**config.mk**
```make
export PLATFORM = sky130hd
export DESIGN_NAME = sysex_patch_dump
export DESIGN_NICKNAME = d
export VERILOG_FILES = /design/src/rtl/sysex_pkg.sv /design/src/rtl/sysex_tx_byte_reg.sv /design/src/rtl/sysex_patch_dump.sv
export SDC_FILE = /design/constraint.sdc
export NUM_CORES = 1
export LEC_CHECK = 0
export ABC_AREA = 1
export BUFFER_PORTS_ARGS = -buffer_cell sky130_fd_sc_hd__buf_2
export CAP_MARGIN = 25
export CORE_AREA = 2 2 86 88
export DETAILED_ROUTE_END_ITERATION = 16
export DIE_AREA = 0 0 88 90
export PLACE_DENSITY = 0.82
export RECOVER_POWER = 100
export SETUP_SLACK_MARGIN = 0.05
export SYNTH_ARGS = -nofsm -noshare
export SYNTH_HDL_FRONTEND = slang
export SYNTH_SLANG_ARGS = --single-unit
```
**constraint.sdc**
```tcl
create_clock -name sCLK_XVXOSC -period 2.2 [get_ports sCLK_XVXOSC]
set_input_delay 0 -clock sCLK_XVXOSC [delete_from_list [all_inputs] [get_ports sCLK_XVXOSC]]
set_output_delay 0 -clock sCLK_XVXOSC [all_outputs]
set_load 0.01 [all_outputs]
```
**src/rtl/sysex_pkg.sv**
```systemverilog
// Shared constants, FSM state type and byte helpers for the SysEx patch dump.
// Ports: none (package).
package sysex_pkg;

  localparam logic [7:0] SYX_SOF = 8'hF0;
  localparam logic [7:0] SYX_EOF = 8'hF7;

  typedef enum logic [3:0] {
    S_IDLE,
    S_HDR,
    S_SETUP,
    S_STROBE,
    S_SETTLE,
    S_CAPTURE,
    S_SEND_HI,
    S_SEND_LO,
    S_NEXT,
    S_CHK,
    S_EOX
  } state_t;

  typedef struct packed {
    logic [7:0] hi;
    logic [7:0] lo;
  } nib_t;

  // Split a raw parameter byte into two 7-bit-safe payload bytes.
  function automatic nib_t nib_split(input logic [7:0] b);
    nib_t n;
    n.hi = {4'h0, b[7:4]};
    n.lo = {4'h0, b[3:0]};
    return n;
  endfunction

  // (0x80 - sum7) & 0x7F is the 7-bit two's complement of sum7.
  function automatic logic [7:0] chk_byte(input logic [6:0] sum7);
    logic [6:0] n;
    n = 7'd0 - sum7;
    return {1'b0, n};
  endfunction

endpackage

```
**src/rtl/sysex_tx_byte_reg.sv**
```systemverilog
// Registered tx byte slot with valid/ready handshake.
// Ports: load/load_data in, tx_data/tx_valid out, tx_ready in, accepted out.
module sysex_tx_byte_reg (
  input  logic       iRST_N,
  input  logic       sCLK_XVXOSC,
  input  logic       load,
  input  logic [7:0] load_data,
  input  logic       tx_ready,
  output logic [7:0] tx_data,
  output logic       tx_valid,
  output logic       accepted
);

  assign accepted = tx_valid & tx_ready;

  always_ff @(posedge sCLK_XVXOSC or negedge iRST_N) begin
    if (!iRST_N) begin
      tx_data  <= 8'h00;
      tx_valid <= 1'b0;
    end else if (load && !tx_valid) begin
      tx_data  <= load_data;
      tx_valid <= 1'b1;
    end else if (accepted) begin
      tx_valid <= 1'b0;
    end
  end

endmodule

```
**src/rtl/sysex_patch_dump.sv**
```systemverilog
// Walks all parameter banks over the shared bus and streams a SysEx dump.
// Ports: start/patch_no in, busy/done out, adr/bank_sel/read/save bus, tx stream.
module sysex_patch_dump
  import sysex_pkg::*;
#(
  parameter int         NBANKS     = 4,
  parameter logic [6:0] ADR_LAST   = 7'd127,
  parameter int         STROBE_CYC = 2,
  parameter int         SETTLE_CYC = 2,
  parameter logic [7:0] MFR_ID     = 8'h7D,
  parameter logic [7:0] DEV_ID     = 8'h00
) (
  input  logic              iRST_N,
  input  logic              sCLK_XVXOSC,
  input  logic              start,
  input  logic [6:0]        patch_no,
  output logic              busy,
  output logic              done,
  output logic [6:0]        adr,
  output logic [NBANKS-1:0] bank_sel,
  output logic              read,
  output logic              sysex_data_patch_save,
  input  logic [7:0]        data_in,
  output logic [7:0]        tx_data,
  output logic              tx_valid,
  input  logic              tx_ready
);

  localparam int BW = (NBANKS > 1) ? $clog2(NBANKS) : 1;

  state_t          state;
  logic [1:0]      hidx;
  logic [7:0]      cnt;
  logic [BW-1:0]   bank;
  logic [7:0]      pbyte;
  logic [6:0]      patch_q;
  logic [6:0]      sum7;
  logic            pend;

  logic            load;
  logic            acc;
  logic [7:0]      load_data;
  logic            is_send;
  logic            last_adr;
  logic [BW-1:0]   tgt;
  logic [NBANKS-1:0] sel_nxt;
  nib_t            nib;

  assign nib      = nib_split(pbyte);
  assign last_adr = (adr == ADR_LAST);

  // Bank selected on entry to SETUP; NEXT may be rolling to the next bank.
  assign tgt = (state == S_NEXT && last_adr) ? bank + 1'b1 : bank;

  always_comb begin
    sel_nxt = '0;
    for (int i = 0; i < NBANKS; i++)
      sel_nxt[i] = (tgt == BW'(i));
  end

  always_comb begin
    is_send = 1'b0;
    unique case (state)
      S_HDR, S_SEND_HI, S_SEND_LO, S_CHK, S_EOX: is_send = 1'b1;
      default: is_send = 1'b0;
    endcase
  end

  // One load per send state; pend blocks a reload until acceptance.
  assign load = is_send & ~pend;

  always_comb begin
    load_data = 8'h00;
    unique case (state)
      S_HDR: begin
        unique case (hidx)
          2'd0: load_data = SYX_SOF;
          2'd1: load_data = MFR_ID;
          2'd2: load_data = DEV_ID;
          2'd3: load_data = {1'b0, patch_q};
        endcase
      end
      S_SEND_HI: load_data = nib.hi;
      S_SEND_LO: load_data = nib.lo;
      S_CHK:     load_data = chk_byte(sum7);
      S_EOX:     load_data = SYX_EOF;
      default:   load_data = 8'h00;
    endcase
  end

  sysex_tx_byte_reg u_txr (
    .iRST_N      (iRST_N),
    .sCLK_XVXOSC (sCLK_XVXOSC),
    .load        (load),
    .load_data   (load_data),
    .tx_ready    (tx_ready),
    .tx_data     (tx_data),
    .tx_valid    (tx_valid),
    .accepted    (acc)
  );

  always_ff @(posedge sCLK_XVXOSC or negedge iRST_N) begin
    if (!iRST_N) begin
      state                 <= S_IDLE;
      busy                  <= 1'b0;
      done                  <= 1'b0;
      adr                   <= '0;
      bank_sel              <= '0;
      read                  <= 1'b0;
      sysex_data_patch_save <= 1'b0;
      hidx                  <= '0;
      cnt                   <= '0;
      bank                  <= '0;
      pbyte                 <= '0;
      patch_q               <= '0;
      sum7                  <= '0;
      pend                  <= 1'b0;
    end else begin
      done <= 1'b0;
      if (load) pend <= 1'b1;
      if (acc) pend <= 1'b0;
      unique case (state)
        S_IDLE: if (start) begin
          patch_q <= patch_no;
          sum7    <= '0;
          busy    <= 1'b1;
          adr     <= '0;
          bank    <= '0;
          hidx    <= '0;
          state   <= S_HDR;
        end
        S_HDR: if (acc) begin
          hidx <= hidx + 2'd1;
          if (hidx == 2'd3) begin
            bank_sel              <= sel_nxt;
            sysex_data_patch_save <= 1'b1;
            state                 <= S_SETUP;
          end
        end
        S_SETUP: begin
          cnt   <= '0;
          read  <= 1'b1;
          state <= S_STROBE;
        end
        S_STROBE: begin
          if (cnt == 8'(STROBE_CYC - 1)) begin
            cnt   <= '0;
            read  <= 1'b0;
            state <= S_SETTLE;
          end else begin
            cnt <= cnt + 8'd1;
          end
        end
        S_SETTLE: begin
          if (cnt == 8'(SETTLE_CYC - 1)) begin
            cnt   <= '0;
            state <= S_CAPTURE;
          end else begin
            cnt <= cnt + 8'd1;
          end
        end
        S_CAPTURE: begin
          pbyte                 <= data_in;
          sysex_data_patch_save <= 1'b0;
          bank_sel              <= '0;
          state                 <= S_SEND_HI;
        end
        S_SEND_HI: if (acc) begin
          sum7  <= sum7 + nib.hi[6:0];
          state <= S_SEND_LO;
        end
        S_SEND_LO: if (acc) begin
          sum7  <= sum7 + nib.lo[6:0];
          state <= S_NEXT;
        end
        S_NEXT: begin
          if (last_adr) begin
            adr  <= '0;
            bank <= bank + 1'b1;
          end else begin
            adr <= adr + 7'd1;
          end
          if (last_adr && bank == BW'(NBANKS - 1)) begin
            state <= S_CHK;
          end else begin
            bank_sel              <= sel_nxt;
            sysex_data_patch_save <= 1'b1;
            state                 <= S_SETUP;
          end
        end
        S_CHK: if (acc) state <= S_EOX;
        S_EOX: if (acc) begin
          done  <= 1'b1;
          busy  <= 1'b0;
          state <= S_IDLE;
        end
        default: state <= S_IDLE;
      endcase
    end
  end

endmodule

```
Yosys cells after proc, flatten, opt, wreduce, memory -nomap -nowiden
Cells that the tools add are included.
- add/subtract/negate cells: 7
- eq/ne operators: 30
- mux-type cells: 46
- bitwise operators: 3
- reduce and logical (&&, ||, !) cells: 27
- operators with widths (kind ; number):
    two-way mux 4 bit ; 13
    one-hot mux 4 bit (11 select lines) ; 1
    one-hot mux 8 bit (5 select lines) ; 1
    one-hot mux 8 bit (4 select lines) ; 1
    two-way mux 7 bit ; 4
    != test 2 bit (second input constant) ; 11
    one-hot mux 7 bit (3 select lines) ; 1
    equality test 4 x 3 -> 1 bit (second input constant) ; 4
    one-hot mux 8 bit (2 select lines) ; 1
    adder 7 x 4 -> 7 bit ; 2
    one-hot mux 7 bit (2 select lines) ; 1
    nonzero test 2 bit ; 7
    equality test 4 bit (second input constant) ; 3
    two-way mux 1 bit ; 12
    one-hot mux 4 bit (3 select lines) ; 1
    equality test 2 bit (second input constant) ; 5
    AND reduction 3 bit ; 3
    AND reduction 9 bit ; 1
    adder 8 x 1 -> 8 bit (second input constant) ; 1
    equality test 4 x 2 -> 1 bit (second input constant) ; 2
    equality test 8 x 1 -> 1 bit (second input constant) ; 1
    two-way mux 2 bit ; 4
    two-way mux 8 bit ; 1
    one-hot mux 2 bit (2 select lines) ; 2
    other kinds (19) ; 30
- flip-flop bits (word level): 63
- output and inout bits: 24
- logic and storage cells: 129

Logic depth before layout (Yosys ltp)
- depth in word-level cells: 7
- mapped depth: 14

By module
From an unflattened synthesis, not the netlist that was laid out.
- cells, all modules: 470
- area total of the unflattened synthesis: 3617.2 µm²
- modules (own cells, without submodules) (module ; times used ; cells each ; area each (µm²) ; seq. area each (µm²)):
    sysex_patch_dump ; 1 ; 431 ; 3253.1 ; 1351.3
    sysex_tx_byte_reg ; 1 ; 39 ; 364.1 ; 225.2

Worst setup path before layout
OpenSTA, ideal clock, no wires.
- path type: flip-flop to flip-flop
- from: register state[1]
- to: register sum7[6]
- library setup time: 0.126 ns
- arrival: 2.083 ns
- path slack: -0.009 ns
- stages on the path, launching flop included: 13
- buffers on the path: 0
- path through: dfrtp_1 nand2_1 inv_1 nand2_1 nor2_1 o21bai_1 ha_1 inv_1 fa_1 o21ai_0 nand3_1 nor2_1 o21ai_0
- longest elaborated chain between the ends: 3
- ends and longest elaborated chain (what ; line ; text):
    start, declared ; sysex_patch_dump.sv:31 ; state_t state;
    start signal, assigned ; sysex_patch_dump.sv:104 ; state <= S_IDLE;
    start signal, assigned ; sysex_patch_dump.sv:130 ; state <= S_HDR;
    start signal, assigned ; sysex_patch_dump.sv:137 ; state <= S_SETUP;
    equality test 4 x 3 -> 1 bit / zero test 4 bit (equally long branches) ; sysex_patch_dump.sv:122 ; unique case (state)
    != test 2 bit (no line) / nonzero test 3 bit (equally long branches) ; n/a ;
    AND reduction 4 bit (no line) ; n/a ;
    end signal, assigned ; sysex_patch_dump.sv:169 ; sum7 <= sum7 + nib.hi[6:0];
    end signal, assigned ; sysex_patch_dump.sv:173 ; sum7 <= sum7 + nib.lo[6:0];
    end, declared ; sysex_patch_dump.sv:37 ; logic [6:0] sum7;
Parallel ways exist; a longest one is shown, timed or not.
A chain may end at the register's enable or synchronous reset.

Final worst setup path
- from: register state[3]
- to: register sum7[6]
Same word-level chain as after synthesis.

==> summary.txt <==
Die
  – Core area: 7020 um^2
  – Die H: 90 um
  – Initial Util: 0.517
  – Std-Cell Rows: 31
  – # IOs: 43
  – DIE AREA: 7920 um^2
  – Die X: 88 um

Logic synthesis
  – Synth top area cells: dfrtp_1, nand2_1, nand3_1
  – Post-Syn Area: 3630 um^2
  – Post-synth EDFFs: 0
  – Share of the synthesized area in the top cell type: 0.434
  – Post-Syn Area per Cell: 7.39 um^2
  – Asr flop ratio synth: 1.00
  – Dominant synthesized flop cell: dfrtp_1
  – Yosys warns: 0
  – Number of synthesized register bits: 63
  – Post-synthesis cell count: 491
  – Seq/Total Area, Yosys: 0.434
  – Netlist cell types: 32
  – Mapped Nets: 523
  – Synth area leader: dfrtp_1

Global routing
  – Largest net degree at the start of global routing: 33
  – First-pass GRT wire length: 15,200 um
  – Gr ovfl total: 0
  – Gr usage total: 0.237
  – Initial antenna violation count: 0
  – Vias in the first global route: 3,508

Setup path
  – Cell repeated most along the worst path: nor2_2
  – Crit Path Category: register to register
  – Slowest Stage Delay on Critical Path: 0.42 ns
  – RR Startpoint: state[3]$_DFFE_PN0P_
  – CP bufs+invs: 1
  – CP delay by family, top: adder cells
  – R2r setup slk: 0.13 ns
  – CP Max Fanout: 3
  – Worst r2r path cells: 11
  – Worst flop-to-flop path endpoint: sum7[6]$_DFFE_PN0P_
  – Crit. End Element: register
  – Critical Path AT: 2.29 ns
  – Critical path, cell by cell: nor2_4 -> nand2_2 -> nor2_2 -> o21bai_1 -> ha_1 -> inv_1 -> fa_2 -> o21ai_2 -> nand3_2 -> nor2_2 -> o21ai_0
  – Startpoint types: register
  – Slowest stage cell, crit path: dfrtp_1
  – Worst Path Required: 2.42 ns

Detailed routing
  – Routed wl met2: 4390 um
  – DR pass1 iterations: 4
  – M1 wire length: 3590 um
  – Top Layer Used: met4
  – Number of vias in the routed layout: 3,469
  – Vias per std cell: 5.15
  – Routed len/inst: 12.8 um
  – Antenna Violating Nets Remaining: 0
  – Drt total wl: 8590 um
  – DRC violations left: 0
  – Met3 WL: 361 um
  – Iter 0 DRT Violations: 225

Timing
  – Hold Slack: 0.214 ns
  – Setup-failing EPs final: 0
  – Period utilization: 0.940
  – Slew Limit Fails: 0
  – Fmax: 483 MHz
  – Final Hold Viols: 0
  – Slew headroom: 0.470
  – Unrepaired setup endpoints after global routing: yes
  – Slew @ Worst Pin: 0.795 ns
  – Setup Skew: 0.00645 ns
  – Minimum clock period: 2.07 ns
  – TNS Setup: 0 ns

Power
  – Combinational share of power: 0.445
  – VDD IR max: 0.576 mV
  – Switching Share: 0.425
  – Psw: 0.00207 W
  – Leak Pwr: 2.26 nW
  – Seq pwr share: 0.349
  – Tot Pwr: 0.00488 W
  – Internal: 0.00281 W
  – PwrDens: 1120 nW/um^2
  – Clock Power Share: 0.206

Run
  – MaxCap Viol Count: 0

Clock tree
  – Clk_lat worst skew: 0.34 ns
  – CTS Sinks: 63
  – Clock root buffer: clkbuf_8
  – CTS Buffer Depth: 2
  – CTS tree: built
  – CTS Buf Count: 9
  – Clock transition at the registers of the reported paths: 0.07 ns
  – H-tree level count: 3

Layout
  – Multi-input combinational cell area: 1790 um^2
  – Fraction of layout cells with a size suffix above 1: 0.131
  – Area grow syn2layout: 19.6%
  – Nets: 602
  – Sequential cell area: 1580 um^2
  – # fillers: 621
  – Final core utilization: 0.618
  – # diodes: 0

Run status
  – Outcome: completed

Hold path
  – Hold depth: 4
  – Hold Startpoint: start
  – Hold crit path type: input port to register
  – Hold EP: adr[6]$_DFFE_PN0P_

Place
  – Post-DP HPWL: 6310 um
  – PortBufs: 42
  – Final Wtd Congestion: 0.918
[worst reg2reg max path: stages, from the launching register on]
cell      delay, ns
dfrtp_1        0.42
nor2_4         0.13
nand2_2        0.08
nor2_2         0.12
o21bai_1       0.12
ha_1           0.19
inv_1          0.08
fa_2           0.37
o21ai_2        0.17
nand3_2        0.09
nor2_2         0.10
o21ai_0        0.08
[per-layer routing]
layer,track usage,vias to the layer above
met5,0,-
met4,0.0795,0
met3,0.0487,22
met2,0.400,97
met1,0.300,1616
li1,-,1734
[kinds of logic (layout without fill, tap and decap cells)]
family | Yosys count | count (layout) | synth area share
flip-flops | 63 | 63 | 0.434
AO/OA/AOI/OAI | 58 | 58 | 0.0859
adder cells (fa/ha/maj) | 13 | 13 | 0.0469
AND/OR/NAND/NOR | 291 | 291 | 0.353
buffers and inverters | 61 | 144 | 0.0672
XOR/XNOR | 5 | 5 | 0.0121
[layout make-up]
| type | count | share of cell area |
|---|---|---|
| Multi-Input combinational cell | 367 | 0.412 |
| Sequential cell | 63 | 0.364 |
| Timing Repair Buffer | 74 | 0.103 |
| Inverter | 55 | 0.0476 |
| Clock buffer | 11 | 0.0349 |
| Tap cell | 99 | 0.0285 |
| Clock inverter | 4 | 0.0104 |
[power groups by stage]
stage / clock network, W / logic, W / registers (W)
floorplan: 0 / 0.00148 / 0.00176
finish: 0.00101 / 0.00217 / 0.00170
global route: 0.00108 / 0.00250 / 0.00174
global placement: 0 / 0.00209 / 0.00170
CTS: 0.00103 / 0.00222 / 0.00170
detailed placement: 0 / 0.00218 / 0.00171
[state kept, by name (all words and copies together), names as in the netlist]
| name | count |
|---|---|
| read | 1 |
| adr | 7 |
| state | 4 |
| sum7 | 7 |
| hidx | 2 |
| done | 1 |
| busy | 1 |
| cnt | 8 |
| u_txr.tx_data | 8 |
| pbyte | 8 |
| bank | 2 |
| pend | 1 |
| bank_sel | 4 |
| u_txr.tx_valid | 1 |
| sysex_data_patch_save | 1 |
| patch_q | 7 |
[worst max-delay path by stage]
stage                              start                   to  cells after the start
global placement    state[3]$_DFFE_PN0P_  sum7[6]$_DFFE_PN0P_                     11
CTS                 state[3]$_DFFE_PN0P_  sum7[6]$_DFFE_PN0P_                     11
global route        state[1]$_DFFE_PN0P_  sum7[6]$_DFFE_PN0P_                     13
finish              state[3]$_DFFE_PN0P_  sum7[6]$_DFFE_PN0P_                     11
floorplan           state[0]$_DFFE_PN0P_  sum7[6]$_DFFE_PN0P_                     12
detailed placement  state[3]$_DFFE_PN0P_  sum7[6]$_DFFE_PN0P_                     11
[cell usage in the layout, fill, tap and decap left out, drive strengths merged, types with 11 or more instances in the layout]
cell type    instances
nand2              182
dfrtp               63
inv                 54
nor2                53
nand3               43
clkbuf              41
o21ai               37
buf                 27
dlygate4sd3         17
ha                  12
a21oi               11
[cell usage after synthesis, types with 2 or more instances]
cell type	n
nand2_1	174
nand2_2	8
inv_1	48
xor2_1	5
a21oi_1	11
nor2_1	40
nor2_4	5
nand3_1	40
dfrtp_1	63
nor3_1	4
o22ai_1	7
buf_2	3
nand4_1	6
ha_1	12
o21ai_0	35
nor2_2	8
inv_2	6
nand3_2	2
[what timing repair did]
action	CTS	global route
endpoints found under the hold margin	47	0
resized for setup	1	6
hold buffers	17	0
pin swaps	1	3
setup endpoints to repair	1	4
setup buffers	0	2
gates cloned	0	0
[per-stage QoR]
| step | std cells | worst slack [ns] | instance area, um^2 |
|---|---|---|---|
| 5_1_grt | 673 | -0.00333 | 4340 |
| 3_5_place_dp | 639 | 0.0393 | 4040 |
| 3_3_place_gp | 639 | 0.129 | 4040 |
| 4_1_cts | 671 | 0.0597 | 4410 |
| 6_report | 673 | 0.132 | 4340 |
| 2_1_floorplan | 491 | 0.0756 | 3630 |
No activity file was read; power rests on OpenSTA's default activity.
